`config.mk`:
```
export PLATFORM = sky130hd
export DESIGN_NAME = alb_nibble_seq
export DESIGN_NICKNAME = d
export VERILOG_FILES = /design/src/rtl/alb_nibble_seq.sv
export SDC_FILE = /design/constraint.sdc
export NUM_CORES = 1
export LEC_CHECK = 0
export ABC_AREA = 0
export BUFFER_PORTS_ARGS = -buffer_cell sky130_fd_sc_hd__buf_4
export CELL_PAD_IN_SITES_DETAIL_PLACEMENT = 2
export CELL_PAD_IN_SITES_GLOBAL_PLACEMENT = 2
export CORE_ASPECT_RATIO = 1.5
export CORE_MARGIN = 2
export CORE_UTILIZATION = 30
export CTS_BUF_LIST = sky130_fd_sc_hd__clkbuf_4 sky130_fd_sc_hd__clkbuf_8
export CTS_CLUSTER_DIAMETER = 200
export CTS_CLUSTER_SIZE = 14
export DETAILED_ROUTE_END_ITERATION = 6
export PLACE_DENSITY_LB_ADDON = 0.1
export SYNTH_ARGS = -nofsm -noshare
export SYNTH_HDL_FRONTEND = slang
export SYNTH_SLANG_ARGS = --single-unit
```
`constraint.sdc`:
```
create_clock -name CLK -period 2.2 [get_ports CLK]
set_clock_uncertainty 0.15 [all_clocks]
set_input_delay 0.22 -clock CLK [delete_from_list [all_inputs] [get_ports CLK]]
set_output_delay 0.22 -clock CLK [all_outputs]
set_load 0.005 [all_outputs]
```
`src/rtl/alb_nibble_seq.sv`:
```
// alb_nibble_seq: runs a 4*NIB-bit op through one 4-bit ALB, nibble by nibble.
// Define ALB_SEQ_ABORT_EN to add the ABORT input that cancels a running op.
module alb_nibble_seq #(
   parameter int NIB = 4
) (
   input  logic               CLK,
   input  logic               RST,
   input  logic               START,
   input  logic [1:0]         OP,
   input  logic               CIN,
   input  logic [4*NIB-1:0]   A,
   input  logic [4*NIB-1:0]   B,
`ifdef ALB_SEQ_ABORT_EN
   input  logic               ABORT,
`endif
   output logic               READY,
   output logic               DONE,
   output logic [4*NIB-1:0]   RESULT,
   output logic               C_OUT,
   output logic               V_OUT,
   output logic               N_OUT,
   output logic               Z_OUT,
   output logic [3:0]         MR,
   output logic [3:0]         MS,
   output logic               CI,
   output logic [2:0]         ALB_MI,
   input  logic [3:0]         F_ALB,
   input  logic               CO,
   input  logic               VO,
   input  logic               NO,
   input  logic               ZO
);

   localparam int W  = 4 * NIB;
   localparam int IW = (NIB > 1) ? $clog2(NIB) : 1;

   typedef enum logic [1:0] {
      S_IDLE,
      S_RUN,
      S_DONE
   } state_t;

   state_t          state;
   state_t          state_n;
   logic [W-1:0]    a_reg;
   logic [W-1:0]    b_reg;
   logic [1:0]      op_reg;
   logic [IW-1:0]   idx;
   logic            carry;
   logic            zacc;
   logic [W-1:0]    work;
   logic [W-1:0]    work_nx;
   logic            last;
   logic            abort;
   logic            unused_no;

   // ALB negative flag equals F_ALB[3]; N_OUT is taken from F_ALB directly
   assign unused_no = NO;

`ifdef ALB_SEQ_ABORT_EN
   assign abort = ABORT;
`else
   assign abort = 1'b0;
`endif

   assign last = (idx == IW'(NIB - 1));

   // work register with the current ALB nibble merged in
   always_comb begin
      work_nx = work;
      work_nx[4*idx +: 4] = F_ALB;
   end

   // state register
   always_ff @(posedge CLK) begin
      if (RST) state <= S_IDLE;
      else     state <= state_n;
   end

   // next state and ALB drive; ALB inputs are quiet outside RUN
   always_comb begin
      state_n = state;
      READY   = 1'b0;
      DONE    = 1'b0;
      MR      = 4'h0;
      MS      = 4'h0;
      CI      = 1'b0;
      ALB_MI  = 3'b000;
      case (state)
         S_IDLE: begin
            READY = 1'b1;
            if (START) state_n = S_RUN;
         end
         S_RUN: begin
            MR     = a_reg[4*idx +: 4];
            MS     = b_reg[4*idx +: 4];
            CI     = carry;
            ALB_MI = {1'b0, op_reg};
            if (abort)     state_n = S_IDLE;
            else if (last) state_n = S_DONE;
         end
         S_DONE: begin
            DONE    = 1'b1;
            state_n = S_IDLE;
         end
         default: state_n = S_IDLE;
      endcase
   end

   // operand capture, nibble walk and whole-word result/flag commit
   always_ff @(posedge CLK) begin
      if (RST) begin
         a_reg  <= '0;
         b_reg  <= '0;
         op_reg <= 2'b00;
         idx    <= '0;
         carry  <= 1'b0;
         zacc   <= 1'b1;
         work   <= '0;
         RESULT <= '0;
         C_OUT  <= 1'b0;
         V_OUT  <= 1'b0;
         N_OUT  <= 1'b0;
         Z_OUT  <= 1'b0;
      end else begin
         case (state)
            S_IDLE: begin
               if (START) begin
                  a_reg  <= A;
                  b_reg  <= B;
                  op_reg <= OP;
                  idx    <= '0;
                  carry  <= CIN;
                  zacc   <= 1'b1;
               end
            end
            S_RUN: begin
               if (abort) begin
                  idx   <= '0;
                  carry <= 1'b0;
                  zacc  <= 1'b1;
                  work  <= '0;
               end else begin
                  work  <= work_nx;
                  carry <= CO;
                  zacc  <= zacc & ZO;
                  if (last) begin
                     idx    <= '0;
                     RESULT <= work_nx;
                     C_OUT  <= CO;
                     V_OUT  <= VO;
                     N_OUT  <= F_ALB[3];
                     Z_OUT  <= zacc & ZO;
                  end else begin
                     idx <= idx + IW'(1);
                  end
               end
            end
            default: ;
         endcase
      end
   end

endmodule

```
Yosys cells after proc, flatten, opt, wreduce, memory -nomap -nowiden

Index checks and enable logic that the tools add are counted.

Multiplexer cells: 17
Bitwise gates (word level): 1
Eq/ne operators: 5
Reduce and logical (&&, ||, !) cells: 6
Add/sub/neg operators: 2
Shifts and indexed selects: 4

Operators by type and width:

| kind                                                                    | count |
|---|---|
| 4-bit negator with 34-bit output                                        | 1 |
| 4-bit by 34-bit variable shift with 16-bit output, first input constant | 1 |
| 4-bit by 34-bit indexed part select with 16-bit output                  | 1 |
| 16-bit by 5-bit indexed part select with 4-bit output                   | 2 |
| 16-bit bitwise mux                                                      | 1 |
| 2-bit two-way mux                                                       | 5 |
| 4-bit two-way mux                                                       | 2 |
| 2-bit case mux with 2 select lines                                      | 2 |
| 2-bit AND reduction                                                     | 4 |
| 1-bit two-way mux                                                       | 5 |
| 2-bit equality test, second input constant                              | 2 |
| 2-bit inequality test, second input constant                            | 2 |
| 1-bit case mux with 2 select lines                                      | 2 |
| 2-bit by 1-bit adder with 2-bit output, second input constant           | 1 |
| 2-bit by 1-bit equality test with 1-bit output, second input constant   | 1 |
| 2-bit logical NOT                                                       | 1 |
| 2-bit nonzero test                                                      | 1 |
| 1-bit AND                                                               | 1 |

Output and inout bits: 34
Bits in registers: 76
Input port bits: 46
Logic and storage cells: 48

Logic depth before layout (Yosys ltp)

Depth in word-level cells: 3
Depth in mapped cells: 9
Depth with buffers taken out: 5

Least setup slack after synthesis

Ideal clock, no wire load.

Kind: register -> register
From: register idx[0]
To: register work[7]
Clock period less this slack: 2.159 ns
Slack: 0.041 ns
Arrival time: 1.949 ns
Stages on the path, launching flop included: 9
Setup time: 0.059 ns
Buffers on the path: 3
Data required time: 1.991 ns
Path through: dfxtp_1 -> buf_4 -> buf_4 -> inv_1 -> ha_1 -> buf_2 -> and4b_1 -> nor4b_4 -> a22o_1

Cells in the longest elaborated chain, start to end: 3
Elaborated cells on any way between the ends: 4
Those cells by class: add/sub: 1; shift: 2; mux: 1

Ends and longest elaborated chain:

| element                                                                                                                     | line | source |
|---|---|---|
| start: declaration                                                                                                          | 48   | `logic [IW-1:0] idx;` |
| start signal: assignment                                                                                                    | 155  | `idx <= idx + IW'(1);` |
| 4-bit negator with 34-bit output (*)                                                                                        | 71   | `work_nx[4*idx +: 4] = F_ALB;` |
| 4-bit by 34-bit indexed part select with 16-bit output or 4-bit by 34-bit variable shift with 16-bit output (tied branches) | 71   |  |
| 16-bit bitwise mux (*)                                                                                                      | 71   |  |
| end signal: assignment                                                                                                      | 144  | `work <= work_nx;` |
| end: declaration                                                                                                            | 51   | `logic [W-1:0] work;` |

Mark *: on every way between the ends. The rest lies on a longest branch, timed or not.
A chain may end at the register's enable or synchronous reset.

Worst setup path in the final report

From: register idx[0]
To: output MR[0]

Cells in the longest elaborated chain, start to end: 2

Ends and longest elaborated chain:

| element                                               | line | source |
|---|---|---|
| 16-bit by 5-bit indexed part select with 4-bit output | 95   | `MR = a_reg[4*idx +: 4];` |
| 4-bit two-way mux                                     | 89   | `case (state)` |
| end: declaration                                      | 23   | `output logic [3:0] MR,` |

No other way between the ends.

==> results.py <==
metrics = {
    "outcome": {
        "outcome": "completed",
    },
    "placed_design": {
        "hpwl_um": 7140,
        "place_inst": 591,
        "gp_congestion": 0.779,
        "portBuffers": 77,
    },
    "pwr": {
        "vdd_ir_drop_max_mv": 0.265,
        "powerDensity_nw_per_um2": 653,
        "p_leak_uw": 0.00189,
    },
    "detailed_routing": {
        "antenna_left": 0,
        "num_vias": 3228,
        "wirelength_um": 11000,
        "drc": 0,
        "via_per_inst": 5.00,
        "drtIter0Drc": 114,
        "dr.pass1.iters": 4,
        "wl_per_cell_um": 17.0,
    },
    "clock_network": {
        "clk_latency_ps": 350,
        "tritoncts": "done",
        "htreeDepth": 3,
        "cts_buffers": 9,
        "cts_buffer_depth": 2,
        "clkSinkCount": 76,
        "clock-root-buffer": "clkbuf_8",
        "clkTransAtPathRegs_ps": 80,
    },
    "finish": {
        "multi_input_area_um2": 1680,
        "fill_cells": 1262,
        "seqCellArea_um2": 1520,
        "drive_gt1_frac": 0.255,
        "antenna_cells": 0,
        "layout_common_cells": "buf_4 (87), nand2_1 (79), dfxtp_1 (74)",
        "layout.nets": 546,
        "final_common_cell": "buf_4",
        "layout.cells.non_filler": 646,
        "syn2layout_area_growth_pct": 39.7,
        "fin_util": 0.430,
    },
    "floorplan": {
        "dieHeight_um": 134,
        "fp.dieW_um": 91.0,
        "start_util": 0.308,
        "rows": 47,
        "die-area_um2": 12200,
        "ios": 80,
        "design.core.area_um2": 11100,
    },
    "logic_synthesis": {
        "synthSimpleGateAreaFrac": 0.255,
        "ys.flop_type": "dfxtp_1",
        "synth_top_family_by_area": "simple AND/OR/NAND/NOR gates",
        "yosysWarnings": 0,
        "synth.area.mux_share": 0.0529,
        "synth_top_area_frac": 0.447,
        "yosysTopAreaCell": "dfxtp_1",
        "syn_area_per_cell_um2": 8.87,
        "syn-num-nets": 436,
        "synthTopCellsByArea": "dfxtp_1 (45%), nand2_1 (8.7%), a21oi_1 (7.8%)",
        "syn-cell-area_um2": 3400,
        "seq_area_frac_synth": 0.447,
        "synth-xor-area-share": 0,
        "syn_inst": 384,
        "ys_types": 44,
        "async_flop_share": 0,
        "synth_seq_cells": 76,
        "synth_compound_area_frac": 0.161,
        "synthAdderAreaFrac": 0.0221,
        "synth_edf_count": 0,
    },
    "global_route": {
        "grt_max_degree": 37,
        "antenna_found_initial": 0,
        "gr-total-overflow": 0,
        "grt_pass1_vias": 3607,
        "grt_usage": 0.188,
        "grt_pass1_wl_um": 18200,
    },
    "worst_setup_path": {
        "cp_top_family": "multiplexers",
        "cp_slowest_cell": "mux4_2",
        "max_stage_delay_ps": 490,
        "cp.arrival_ps": 1750,
        "worstPathCellList": "buf_12, mux4_2, and2_1, buf_4",
        "r2r_slack_ps": 220,
        "setup.worst_path.class": "register to output port",
        "worstSetupPathDepth": 4,
        "crit_end": "MR[0]",
        "path_buf_inv": 2,
        "reg2reg_depth": 6,
        "crit_path_start_kind": "register",
        "critPathMaxFanout": 13,
        "critPathCaptureType": "output port",
        "crit_start": "idx[0]",
        "r2r_end": "work[15]",
        "worstPathRequired_ps": 1830,
        "r2r-start": "idx[0]",
    },
    "job": {
        "cap_violations": 0,
    },
    "timing": {
        "max_freq_mhz": 472,
        "slew_violations": 0,
        "hold_violations": 0,
        "period_minus_slack_ps": 2120,
        "timing.hold.ws_ps": 18.3,
        "finalSetupViolCount": 0,
        "fin_crit_sh": 0.964,
        "worst_slew_margin_rel": 0.664,
        "rsz0062_at_grt": "no",
        "tns_ps": 0,
        "tightestPinTransition_ps": 504,
    },
    "min_path": {
        "min_path_type": "input pin to register",
    },
}
-- synthesized netlist by cell type, types with 2 or more instances --
cell       n
buf_6      5
nor3_1     9
and2_1    12
dfxtp_1   76
nand2_1   79
and4bb_1   2
and4b_1    3
buf_1      2
nand3b_1   2
nand2b_1   5
mux4_2     8
ha_1       6
or3b_1     2
buf_4      5
nor2_1    26
clkbuf_1   8
a221oi_1   6
a22o_1     6
nand3_1    4
a21oi_1   53
o21ai_0    3
nor2b_1    8
a32oi_1    6
inv_1      5
nand4_1    7
buf_2     11
a211oi_1   8
-- routing by layer --
layer | share of wire | up-vias | global-route usage
met3 | 0.027 | 13 | 0.0313
met5 | 0 | - | 0
li1 | - | 1561 | -
met2 | 0.56 | 59 | 0.363
met4 | 0.019 | 0 | 0.0741
met1 | 0.40 | 1595 | 0.200
-- stage by stage --
stage	instance area [um2]	power (uW)	setup slack [ps]
after floorplan	3400	1710	41.3
after global routing	4750	3250	13.5
after CTS	4720	3140	3.08
after global placement	4120	1850	339
final	4750	3100	79.2
after detailed placement	4120	1860	262
-- area by class of cell --
type | count | area share
Inverter | 5 | 0.00395
Tap cell | 147 | 0.0387
Clock buffer | 11 | 0.0305
Timing Repair Buffer | 130 | 0.238
Multi-Input combinational cell | 272 | 0.353
Clock inverter | 5 | 0.0158
Sequential cell | 76 | 0.321
-- report_power, final --
group	total, uW	switching, uW	internal (uW)
Sequential	1460	33.1	1420
Combinational	437	220	217
Clock	1210	531	677
-- worst min path at each step --
stage                     startpoint        end  slack (ps)  cells past startpoint
after floorplan             F_ALB[1]    work[5]         200                      1
after global placement     a_reg[11]  a_reg[11]         290                      2
after detailed placement    a_reg[9]   a_reg[9]         300                      2
after CTS                   F_ALB[2]    work[6]         0.3                      2
after global routing        F_ALB[0]    work[4]          20                      3
final                       F_ALB[2]    work[6]          20                      2
-- cells by family after synthesis --
family / Yosys count
buf+inv: 36
simple gates: 169
compound gates: 88
other cells: 1
flops: 76
fa+ha+maj: 6
mux: 8
-- timing repair --
| item | CTS | global route |
|---|---|---|
| setup endpoints to repair | 0 | 11 |
| hold buffers | 38 | 0 |
| buffers inserted | 0 | 0 |
| resized for setup | 0 | 3 |
| endpoints found under the hold margin | 40 | 0 |
(Power assumes the default switching activity.)
